===== src/rtl/regs_wb_arbiter.sv =====
// Register-file write-port arbiter: pipeline write-back (P) has fixed priority over the MDU (M),
// with a starvation counter that forces an M grant. Optional build macro: WB_ZERO_DROP_EN.
module regs_wb_arbiter #(
    parameter int ADDR_W     = 5,
    parameter int DATA_W     = 32,
    parameter int STARVE_MAX = 4
) (
    input  logic              clk,
    input  logic              rst_n,
    input  logic              p_valid,
    input  logic [ADDR_W-1:0] p_waddr,
    input  logic [DATA_W-1:0] p_wdata,
    output logic              p_ready,
    input  logic              m_valid,
    input  logic [ADDR_W-1:0] m_waddr,
    input  logic [DATA_W-1:0] m_wdata,
    output logic              m_ready,
    output logic              rf_we,
    output logic [ADDR_W-1:0] rf_waddr,
    output logic [DATA_W-1:0] rf_wdata,
    output logic              conflict,
    output logic              starve_force
);

    logic [7:0] starve_cnt;
    logic       p_zero;
    logic       m_zero;
    logic       force_m;
    logic       gm;
    logic       gp;
    logic       m_wr;
    logic       p_wr;

`ifdef WB_ZERO_DROP_EN
    // Zero-address requests are accepted and dropped, so they never compete for the write slot
    assign p_zero = p_valid && (p_waddr == '0);
    assign m_zero = m_valid && (m_waddr == '0);
`else
    assign p_zero = 1'b0;
    assign m_zero = 1'b0;
`endif

    assign force_m = m_valid && !m_zero && (starve_cnt >= 8'(STARVE_MAX));

    assign p_ready = rst_n && (!force_m || p_zero);
    assign m_ready = rst_n && m_valid && (m_zero || !(p_valid && !p_zero) || force_m);

    assign gm   = m_valid && m_ready;
    assign m_wr = gm && !m_zero;
    assign gp   = p_valid && p_ready && !m_wr;
    assign p_wr = gp && !p_zero;

    always_ff @(posedge clk) begin
        if (!rst_n) begin
            rf_we        <= 1'b0;
            rf_waddr     <= '0;
            rf_wdata     <= '0;
            conflict     <= 1'b0;
            starve_force <= 1'b0;
            starve_cnt   <= 8'd0;
        end else begin
            if (m_wr) begin
                rf_we    <= 1'b1;
                rf_waddr <= m_waddr;
                rf_wdata <= m_wdata;
            end else if (p_wr) begin
                rf_we    <= 1'b1;
                rf_waddr <= p_waddr;
                rf_wdata <= p_wdata;
            end else begin
                rf_we <= 1'b0;
            end

            conflict     <= p_valid && m_valid && !p_zero && !m_zero;
            starve_force <= m_wr && force_m;

            // Saturates so a very long wait can never wrap back below the threshold
            if (!m_valid || gm) begin
                starve_cnt <= 8'd0;
            end else if (starve_cnt != 8'd255) begin
                starve_cnt <= starve_cnt + 8'd1;
            end
        end
    end

endmodule


===== config.mk =====
export PLATFORM = sky130hd
export DESIGN_NAME = regs_wb_arbiter
export DESIGN_NICKNAME = d
export VERILOG_FILES = /design/src/rtl/regs_wb_arbiter.sv
export SDC_FILE = /design/constraint.sdc
export NUM_CORES = 1
export LEC_CHECK = 0
export CAP_MARGIN = 20
export CORE_UTILIZATION = 40
export CTS_CLUSTER_SIZE = 40
export DETAILED_ROUTE_END_ITERATION = 8
export PLACE_DENSITY = 0.85
export REMOVE_ABC_BUFFERS = 1
export SLEW_MARGIN = 20
export SYNTH_ARGS = -nofsm -noshare
export SYNTH_HDL_FRONTEND = slang
export SYNTH_SLANG_ARGS = --single-unit

===== constraint.sdc =====
create_clock -name clk -period 3.7 [get_ports clk]
set_input_delay 0.555 -clock clk [delete_from_list [all_inputs] [get_ports clk]]
set_output_delay 0.555 -clock clk [all_outputs]
set_load 0.02 [all_outputs]

---- Word-level counts from Yosys, hierarchy flattened ----
Cells that the tools add are included.
cells by class
  add/subtract/negate cells ............... 1
  order comparisons ....................... 1
  eq/ne operators ......................... 1
  multiplexer cells ....................... 6
  bitwise operators ....................... 1
  reduce and logical (&&, ||, !) cells .... 17
operators by type and width
  cell                                                                number
  two-way mux 32 bit                                                  2
  two-way mux 5 bit                                                   2
  logical AND 1 bit                                                   9
  adder 8 x 1 -> 8 bit (second input constant)                        1
  greater-or-equal comparator 8 x 3 -> 1 bit (second input constant)  1
  != test 8 bit (second input constant)                               1
  logical NOT 1 bit                                                   4
  logical OR 1 bit                                                    2
  two-way mux 1 bit                                                   2
  nonzero test 2 bit                                                  1
  OR reduction 2 bit                                                  1
  inverter 1 bit                                                      1
storage, ports and cells
  register bits ........................... 48
  input port bits ......................... 78
  output and inout bits ................... 42
  logic and storage cells ................. 33

---- Longest topological paths before layout ----
Gate-level depths: netlist (run 1).
  depth in word-level cells ............... 9
  depth in mapped cells ................... 5
  depth with buffers taken out ............ 4

---- Least setup slack after synthesis (run 1) ----
No wires, ideal clock.
  kind .................................... input to output
  start point ............................. in p_valid
  end point ............................... out m_ready
  data arrival time ....................... 1.722 ns
  required time ........................... 3.145 ns
  path slack .............................. 1.423 ns
  stages .................................. 5
  buffers on the path ..................... 2
  path through ............................ or3b_2 -> or2_1 -> buf_6 -> buf_6 -> and3_1
on the way
  word-level cells in the longest chain between the ends .. 3
ends and longest elaborated chain
  what               line  RTL
  from (decl)        10    input logic p_valid,
  logical NOT 1 bit  46    assign m_ready = rst_n && m_valid && (m_zero || !(p_valid && !p_zero) || force_m);
  logical OR 1 bit   46
  logical AND 1 bit  46
  to (decl)          17    output logic m_ready,
Every way passes these cells.

---- Worst setup path after layout (run 1) ----
  start point ............................. reg starve_cnt[2]
  end point ............................... out p_ready
on the way
  word-level cells in the longest chain between the ends .. 4
ends and longest elaborated chain
  what                                        line  RTL
  from (decl)                                 25    logic [7:0] starve_cnt;
  from (signal assigned)                      81    starve_cnt <= starve_cnt + 8'd1;
  greater-or-equal comparator 8 x 3 -> 1 bit  43    assign force_m = m_valid && !m_zero && (starve_cnt >= 8'(STARVE_MAX));
  logical AND 1 bit                           43
  logical NOT 1 bit                           45    assign p_ready = rst_n && (!force_m || p_zero);
  logical AND 1 bit                           45
  to (decl)                                   13    output logic p_ready,
Every way passes these cells.

==> summary.txt, run 1 <==
Min path
  – Hold Crit Class: reg2reg
  – Hold_sp: starve_cnt[0]$_SDFFE_PP0P_
  – Worst Hold Endpoint: starve_cnt[0]$_SDFFE_PP0P_
  – Worst Hold Depth: 1

Finish
  – Final net count: 470
  – Area grow syn2layout: 52.4%
  – Ant diodes: 0
  – Finished Core Util: 0.638
  – Design area: 3800 um^2
  – Share of layout cells above drive strength 1: 0.141
  – Layout Cells excl Fill: about 470

CTS
  – # clock sinks: 48
  – CTS tree: yes
  – Longest Clk Path Bufs: 2
  – Clk Latency, worst-skew pair: roughly 0.3 ns
  – Post-CTS sizing: 0
  – Cts hold-fix bufs: 0
  – Setup Buffers After CTS: 0
  – H-tree depth: 2
  – CTS buffer count: 5
  – Clk slew on worst S/H paths: around 0.09 ns
  – Root cell of the clock tree: clkbuf_8

Drt
  – Vias per cell: approximately 5.5
  – Antenna-violating nets left: 0
  – Via count: 2564
  – WL per Instance: 15.1 um
  – Residual DRC: 0
  – Initial drt markers: 132
  – Drt total wl: between 7000 and 8000 um
  – First-pass DRT Iterations: 4

Floorplan
  – Chip width: 81.0 um
  – Core area: 5960 um^2
  – Row cnt: 28
  – Initial Util: 0.419
  – I/O pin cnt: 120
  – Die Y: slightly above 80 um
  – Die footprint: between 6000 and 7000 um^2

Timing
  – Final setup TNS: 0 ns
  – Max-slew violations: 0
  – Worst Max-Slew Pin Slew: 0.531 ns
  – Setup Skew: roughly 0.0054 ns
  – Slew HR: 0.645
  – Fin crit share: 0.859
  – Hold Fails Final Rpt: 0
  – Peak Freq: approximately 310 MHz
  – Setup violators final: 0
  – PnR worst setup slack: approximately 0.52 ns
  – RSZ-0062 raised after global routing: no
  – Tmin final: roughly 3.2 ns

Worst setup path
  – Worst setup EP type: output pin
  – CP Max Fanout: 40
  – Buf/Inv on CP: 1
  – Worst stage delay on the critical path: roughly 0.77 ns
  – Crit Path Category: reg2out
  – Reg2reg setup slack: between 1.5 and 2 ns
  – Worst R2R Start: starve_cnt[2]$_SDFFE_PP0P_
  – Arrival time worst endpoint: around 2.6 ns
  – Reg2Reg Depth: 4
  – Worst path slowest cell: or4_4
  – Worst path cell trace: or4_4, or3_1, a21boi_0, clkdlybuf4s50_1
  – CP required: roughly 3.1 ns
  – Crit-path leading delay family: simple AND/OR/NAND/NOR gates
  – R2r endpoint: rf_wdata[5]$_SDFFE_PN0P_
  – Critical Path Start Type: register

GRT
  – Remaining Overflow, GRT: 0
  – Vias in the first global route: around 2400
  – Largest net degree at the start of global routing: 62
  – Initial antenna violation count: 0
  – GRT Overall Usage: 0.221
  – First-pass GRT wire length: 11200 um

Place
  – Port bufs: around 120
  – Post-DP HPWL: 4730 um
  – Final GP Congestion: 0.739
  – Post-DP Area: ~3700 um^2
  – Post-placement cell count: approximately 460
  – Worst slack at placement: ~0.85 ns

Power
  – Power density over cell area: 339 nW/um^2
  – Maximum vdd drop: approximately 220 uV
  – Leakage: 0.00144 uW

Job
  – Maxcap violations: 0

Yosys
  – Synth top area share: 0.385
  – Synth top area cells: dfxtp_1 (39%), mux2_2 (17%), a311oi_1 (13%), nor3_1 (7.4%), o21ai_0 (7.4%)
  – Mapped Cells: 284
  – Yosys warnings: 0
  – FFs w/ async S/R, synth: 0
  – Most used flip-flop cell after synthesis: dfxtp_1
  – Yosys cell types: 24
  – Synth Register Bits: 48
  – Top cells by instance count after synthesis: dfxtp_1 (48), inv_1 (40)
  – Mean Syn Cell Area: a little under 9 um^2
  – Synthesized cell area: between 2000 and 2500 um^2
  – Most numerous cell in the Yosys netlist: dfxtp_1
  – Leading area contributor after synthesis: dfxtp_1
  – Sequential area share after synthesis: 0.385
  – Number of synthesized flops with an enable pin: 0

Status
  – Run status: finished, final reports clean
[routing by layer]
layer	wire length, um	up-vias	global-route usage
met3	542	6	0.0494
met1	2920	1218	0.266
met5	0	-	0
met2	3540	102	0.397
met4	42	0	0.0500
li1	-	1238	-
[per-stage QoR]
step                      hold slack, ns  power [uW]
after detailed placement           0.463         906
after CTS                          0.481        1300
after global placement             0.445         899
after floorplan                    0.433         709
after global routing               0.512        1340
final                              0.482        1290
[flip-flops by register name, indices dropped and copies added, names as in the netlist]
register      flops
rf_waddr          5
starve_cnt        8
rf_we             1
conflict          1
rf_wdata         32
starve_force      1
[worst max path at each step]
stage / start / endpoint / slack, ns / cells past startpoint
after floorplan: p_valid / m_ready / 0.92 / 3
after global placement: starve_cnt[2]$_SDFFE_PP0P_ / p_ready / 0.87 / 4
after detailed placement: starve_cnt[2]$_SDFFE_PP0P_ / p_ready / 0.85 / 4
after CTS: starve_cnt[2]$_SDFFE_PP0P_ / p_ready / 0.51 / 4
after global routing: starve_cnt[2]$_SDFFE_PP0P_ / p_ready / 0.42 / 4
final: starve_cnt[2]$_SDFFE_PP0P_ / p_ready / 0.52 / 4
[cell usage in the layout (no fill, tap or decap), types with 3 or more instances in the layout]
cell type,count
a311oi_1,37
and3_1,3
buf_4,5
clkbuf_8,5
clkdlybuf4s50_1,117
conb_1,5
dfxtp_1,48
inv_1,40
mux2_2,37
nor3_1,37
o21ai_0,37
[report_power, final]
part           internal, uW  switching [uW]
sequential              553            18.1
clock                   204             189
combinational           185             139
[cells by family after synthesis]
group / count (synthesis) / share of synthesized area
compound gates: 78 / 0.214
buf+inv: 69 / 0.114
simple gates: 49 / 0.108
flops: 48 / 0.385
mux: 37 / 0.167
fa+ha+maj: 2 / 0.0100
other cells: 1 / 0.00150
[final cells by class]
cell class | instances | area (um^2)
well taps | 75 | 93.8
fillers | 515 | 2150
multi-input cells | 171 | 1260
clock buffers | 5 | 68.8
inverters | 40 | 150
flip-flops and latches | 48 | 961
repair buffers | 124 | 1220
clock inverters | 3 | 46.3
No activity file was read; power rests on OpenSTA's default activity.
==> run 2: changes to the inputs <==
Settings changed: PLACE_DENSITY 0.85 to 0.88.
==> summary.txt, run 2 (synthesized netlist as in run 1, its figures left out) <==
CTS
  – Cts hold-fix bufs: 0
  – # clock sinks: 48
  – Post-CTS sizing: 0
  – Longest Clk Path Bufs: 2
  – H-tree depth: 2
  – CTS buffer count: 5
  – CTS tree: yes
  – Root cell of the clock tree: clkbuf_8
  – Clk Latency, worst-skew pair: 0.31 ns
  – Clk slew on worst S/H paths: around 0.090 ns
  – Setup Buffers After CTS: 0

Finish
  – Commonest non-fill, non-tap cell in the layout: clkdlybuf4s50_1
  – Design area: roughly 3800 um^2
  – Share of layout cells above drive strength 1: 0.143
  – Largest regs: rf_wdata: 32 flops, starve_cnt: 8 flops, rf_waddr: 5 flops
  – Most frequent cells in the layout: clkdlybuf4s50_1 (117), dfxtp_1 (48), inv_1 (40)
  – Ant diodes: 0
  – Biggest register: rf_wdata
  – Final net count: about 470
  – Largest register FFs: 32
  – Area grow syn2layout: 52.7%

Drt
  – Vias per cell: 5.37
  – Initial drt markers: a little over 80
  – First-pass DRT Iterations: 4
  – WL per Instance: 14.9 um
  – Via count: ~2500
  – Drt total wl: around 6900 um
  – Residual DRC: 0
  – Antenna-violating nets left: 0

Power
  – Leakage: approximately 0.0014 uW
  – Switching power: about 350 uW
  – Clock power share: 0.304
  – Gate power share: 0.252
  – Power density over cell area: between 300 and 400 nW/um^2
  – Switching Fraction: 0.268
  – Maximum vdd drop: approximately 210 uV
  – Sequential power share: 0.444
  – Pint: approximately 940 uW

Worst setup path
  – Worst R2R Start: starve_cnt[2]$_SDFFE_PP0P_
  – Critical Path Start Type: register
  – Worst path cell trace: or4_4, or3_1, a21boi_0, clkdlybuf4s50_1
  – CP required: between 3 and 4 ns
  – Worst stage delay on the critical path: between 0.7 and 0.8 ns
  – CP Max Fanout: 40
  – Buf/Inv on CP: 1
  – Worst path slowest cell: or4_4
  – Reg2reg setup slack: roughly 1.6 ns
  – Worst setup EP type: output pin
  – Critical path launch point: starve_cnt[2]$_SDFFE_PP0P_
  – Crit-path leading delay family: simple AND/OR/NAND/NOR gates
  – Arrival time worst endpoint: between 2 and 3 ns
  – Crit Path Category: reg2out

GRT
  – Remaining Overflow, GRT: 0
  – Initial antenna violation count: 0
  – First-pass GRT wire length: approximately 11000 um
  – Vias in the first global route: between 2000 and 2500
  – Largest net degree at the start of global routing: 42
  – GRT Overall Usage: 0.213

Place
  – Port bufs: around 120
  – Post-DP Area: approximately 3700 um^2
  – Final GP Congestion: 0.747
  – Post-DP HPWL: 4690 um

Timing
  – RSZ-0062 raised after global routing: no
  – Final setup TNS: 0 ns
  – Setup Skew: about 0.0069 ns
  – Worst Max-Slew Pin Slew: between 0.6 and 0.7 ns
  – Tmin final: 3.22 ns
  – Fin crit share: 0.869
  – Max-slew violations: 0
  – Setup violators final: 0
  – Peak Freq: about 310 MHz
  – Hold Fails Final Rpt: 0
  – Slew HR: 0.580

Floorplan
  – Row cnt: 28
  – Die footprint: roughly 6600 um^2
  – Die Y: 81.0 um
  – Initial Util: 0.419
  – Core area: 5960 um^2
  – I/O pin cnt: 120
  – Chip width: approximately 81 um

Min path
  – Hold_sp: starve_cnt[0]$_SDFFE_PP0P_
  – Hold Crit Class: reg2reg

Status
  – Run status: finished, final reports clean

Job
  – Maxcap violations: 0
[run 2: changes by cell type in the layout (fill, tap and decap cells not counted), sizes merged]
cell,change
buf,+1
[run 2: worst paths after layout]
check	depth (start not counted)	end
setup / recovery	4	p_ready
hold / removal	1	starve_cnt[0]$_SDFFE_PP0P_
setup reg to reg	4	rf_wdata[21]$_SDFFE_PN0P_
hold reg to reg	1	starve_cnt[0]$_SDFFE_PP0P_
[run 2: layout make-up]
class	count	area (um^2)
multi-input cells	171	1260
flip-flops and latches	48	961
clock inverters	3	46.3
clock buffers	5	68.8
repair buffers	125	1230
well taps	75	93.8
inverters	40	150
fillers	491	2150
[run 2: stage by stage]
stage	utilization	power, uW	hold WS [ns]	instances	setup slack [ns]
finish	0.640	1290	0.471	467	0.485
global route	0.640	1340	0.503	467	0.298
CTS	0.640	1300	0.478	467	0.463
detailed placement	0.620	906	0.464	459	0.813
global placement	0.620	899	0.447	459	0.869
floorplan	-	709	0.433	259	0.922
[run 2: per-layer routing]
metal | global-route usage | wire, um
met4 | 0.0750 | 128
met3 | 0.0539 | 444
met2 | 0.387 | 3500
met5 | 0 | 0
met1 | 0.240 | 2860
[run 2: worst reg2reg max path, stage by stage (launching register included)]
cell,delay (ns)
dfxtp_1,0.34
or4_4,0.77
or2_1,0.34
buf_4,0.26
a311oi_1,0.34
[run 2: power by group through the flow]
stage          Combinational (uW)  Sequential (uW)  Clock, uW
6_report                      324              571        392
5_1_grt                       346              575        423
4_1_cts                       324              572        400
3_5_place_dp                  323              583          0
3_3_place_gp                  317              582          0
2_1_floorplan                88.6              621          0
==> run 3: changes to the inputs <==
--- a/config.mk
+++ b/config.mk
@@ -7,2 +7,3 @@
 export LEC_CHECK = 0
+export ABC_CLOCK_PERIOD_IN_PS = 3700
 export CAP_MARGIN = 20
==> constraint.sdc (replaced) <==
create_clock -name clk -period 3.7 [get_ports clk]
set_input_delay 0.37 -clock clk [delete_from_list [all_inputs] [get_ports clk]]
set_output_delay 0.37 -clock clk [all_outputs]
set_load 0.02 [all_outputs]
==> summary.txt, run 3 (synthesized netlist as in run 1, its figures left out) <==
Worst setup path
  – Reg2Reg Depth: 4
  – Crit Path Category: reg2out
  – Critical Path Start Type: register
  – R2r endpoint: rf_wdata[21]$_SDFFE_PN0P_
  – CP Max Fanout: 40
  – Reg2reg setup slack: 1.55 ns
  – Worst setup EP type: output pin
  – Worst R2R Start: starve_cnt[2]$_SDFFE_PP0P_
  – CP required: ~3.3 ns
  – Arrival time worst endpoint: 2.63 ns

Timing
  – PnR worst setup slack: 0.703 ns
  – Max-slew violations: 0
  – Fin crit share: 0.810
  – Slew HR: 0.459
  – Worst Max-Slew Pin Slew: 0.812 ns
  – Tmin final: 3.00 ns
  – Setup violators final: 0
  – RSZ-0062 raised after global routing: no
  – Setup Skew: 0.00673 ns
  – Hold Fails Final Rpt: 0
  – Final setup TNS: 0 ns
  – Peak Freq: between 300 and 400 MHz

Min path
  – Worst Hold Endpoint: starve_cnt[0]$_SDFFE_PP0P_
  – Hold Crit Class: reg2reg
  – Worst Hold Depth: 1
  – Hold_sp: starve_cnt[0]$_SDFFE_PP0P_

Drt
  – Drt total wl: about 6900 um
  – Residual DRC: 0
  – Via count: ~2500
  – Initial drt markers: 120
  – Vias per cell: ~5.4
  – First-pass DRT Iterations: 4
  – Antenna-violating nets left: 0
  – WL per Instance: about 15 um

Finish
  – Final net count: roughly 470
  – Most frequent cells in the layout: clkdlybuf4s50_1 (117), dfxtp_1 (48), inv_1 (40)
  – Design area: 3850 um^2
  – Finished Core Util: 0.647
  – Largest regs: rf_wdata: 32 flops, starve_cnt: 8 flops, rf_waddr: 5 flops
  – Commonest non-fill, non-tap cell in the layout: clkdlybuf4s50_1
  – Area grow syn2layout: 54.5%
  – Biggest register: rf_wdata
  – Largest register FFs: 32
  – Ant diodes: 0
  – Share of layout cells above drive strength 1: 0.143

GRT
  – Vias in the first global route: roughly 2500
  – GRT Overall Usage: 0.216
  – First-pass GRT wire length: between 10000 and 15000 um
  – Remaining Overflow, GRT: 0
  – Largest net degree at the start of global routing: 52
  – Gr busiest metal: met2
  – GR Util met3: 0.0371
  – Initial antenna violation count: 0
  – Met1 Use GR: 0.247
  – GR Layer Usage met2: 0.390

CTS
  – Clk slew on worst S/H paths: 0.09 ns
  – H-tree depth: 2
  – Post-CTS sizing: 0
  – Setup Buffers After CTS: 0
  – Root cell of the clock tree: clkbuf_8
  – Longest Clk Path Bufs: 2
  – CTS buffer count: 5
  – # clock sinks: 48
  – Cts hold-fix bufs: 0
  – CTS tree: yes
  – Clk Latency, worst-skew pair: 0.30 ns

Power
  – Tot Pwr: between 1000 and 1500 uW
  – Power density over cell area: 366 nW/um^2
  – Leakage: about 0.0015 uW
  – Maximum vdd drop: a little over 200 uV

Floorplan
  – Die footprint: roughly 6600 um^2
  – Row cnt: 28
  – I/O pin cnt: 120
  – Initial Util: 0.419
  – Die Y: 81.0 um
  – Chip width: 81.0 um
  – Core area: between 5000 and 6000 um^2

Status
  – Run status: finished, final reports clean

Job
  – Maxcap violations: 0

Place
  – Post-DP HPWL: 4720 um
  – Final GP Congestion: between 0.7 and 0.8
  – Worst slack at placement: 1.03 ns
  – Port bufs: around 120
  – Post-DP Area: approximately 3700 um^2
## run 3: how the worst max path moves through the flow
stage / startpoint / to
final: starve_cnt[2]$_SDFFE_PP0P_ / p_ready
after global routing: starve_cnt[2]$_SDFFE_PP0P_ / p_ready
after CTS: starve_cnt[2]$_SDFFE_PP0P_ / p_ready
after detailed placement: starve_cnt[2]$_SDFFE_PP0P_ / p_ready
after global placement: starve_cnt[2]$_SDFFE_PP0P_ / p_ready
after floorplan: p_valid / m_ready
## run 3: critical path: stages, from the launching register on
cell	delay, ns
dfxtp_1	0.33
or4_4	0.76
or3_1	0.41
a21boi_0	0.20
clkdlybuf4s50_1	0.63
## run 3: final cells by class
class,instances,area (um^2)
clock inverter,3,90.1
timing repair buffer,125,1230
fill,497,2100
sequential,48,961
tap,75,93.8
multi-input combinational,171,1260
inverter,40,150
clock buffer,5,68.8
## run 3: power by group
group	internal (uW)	switching (uW)	total (uW)	leakage [uW]
sequential	553	18.1	571	0.000400
combinational	186	140	326	0.000991
clock	338	175	513	0.0000784
## run 3: routing by layer
layer	up-vias	wire (um)
li1	1236	-
met1	1180	2910
met2	104	3410
met3	17	386
met4	0	169
met5	-	0
## run 3: per-stage QoR
stage | cells | hold WS, ns
6_report | 467 | 0.467
5_1_grt | 467 | 0.522
4_1_cts | 467 | 0.470
3_5_place_dp | 459 | 0.457
3_3_place_gp | 459 | 0.445
2_1_floorplan | 259 | 0.433
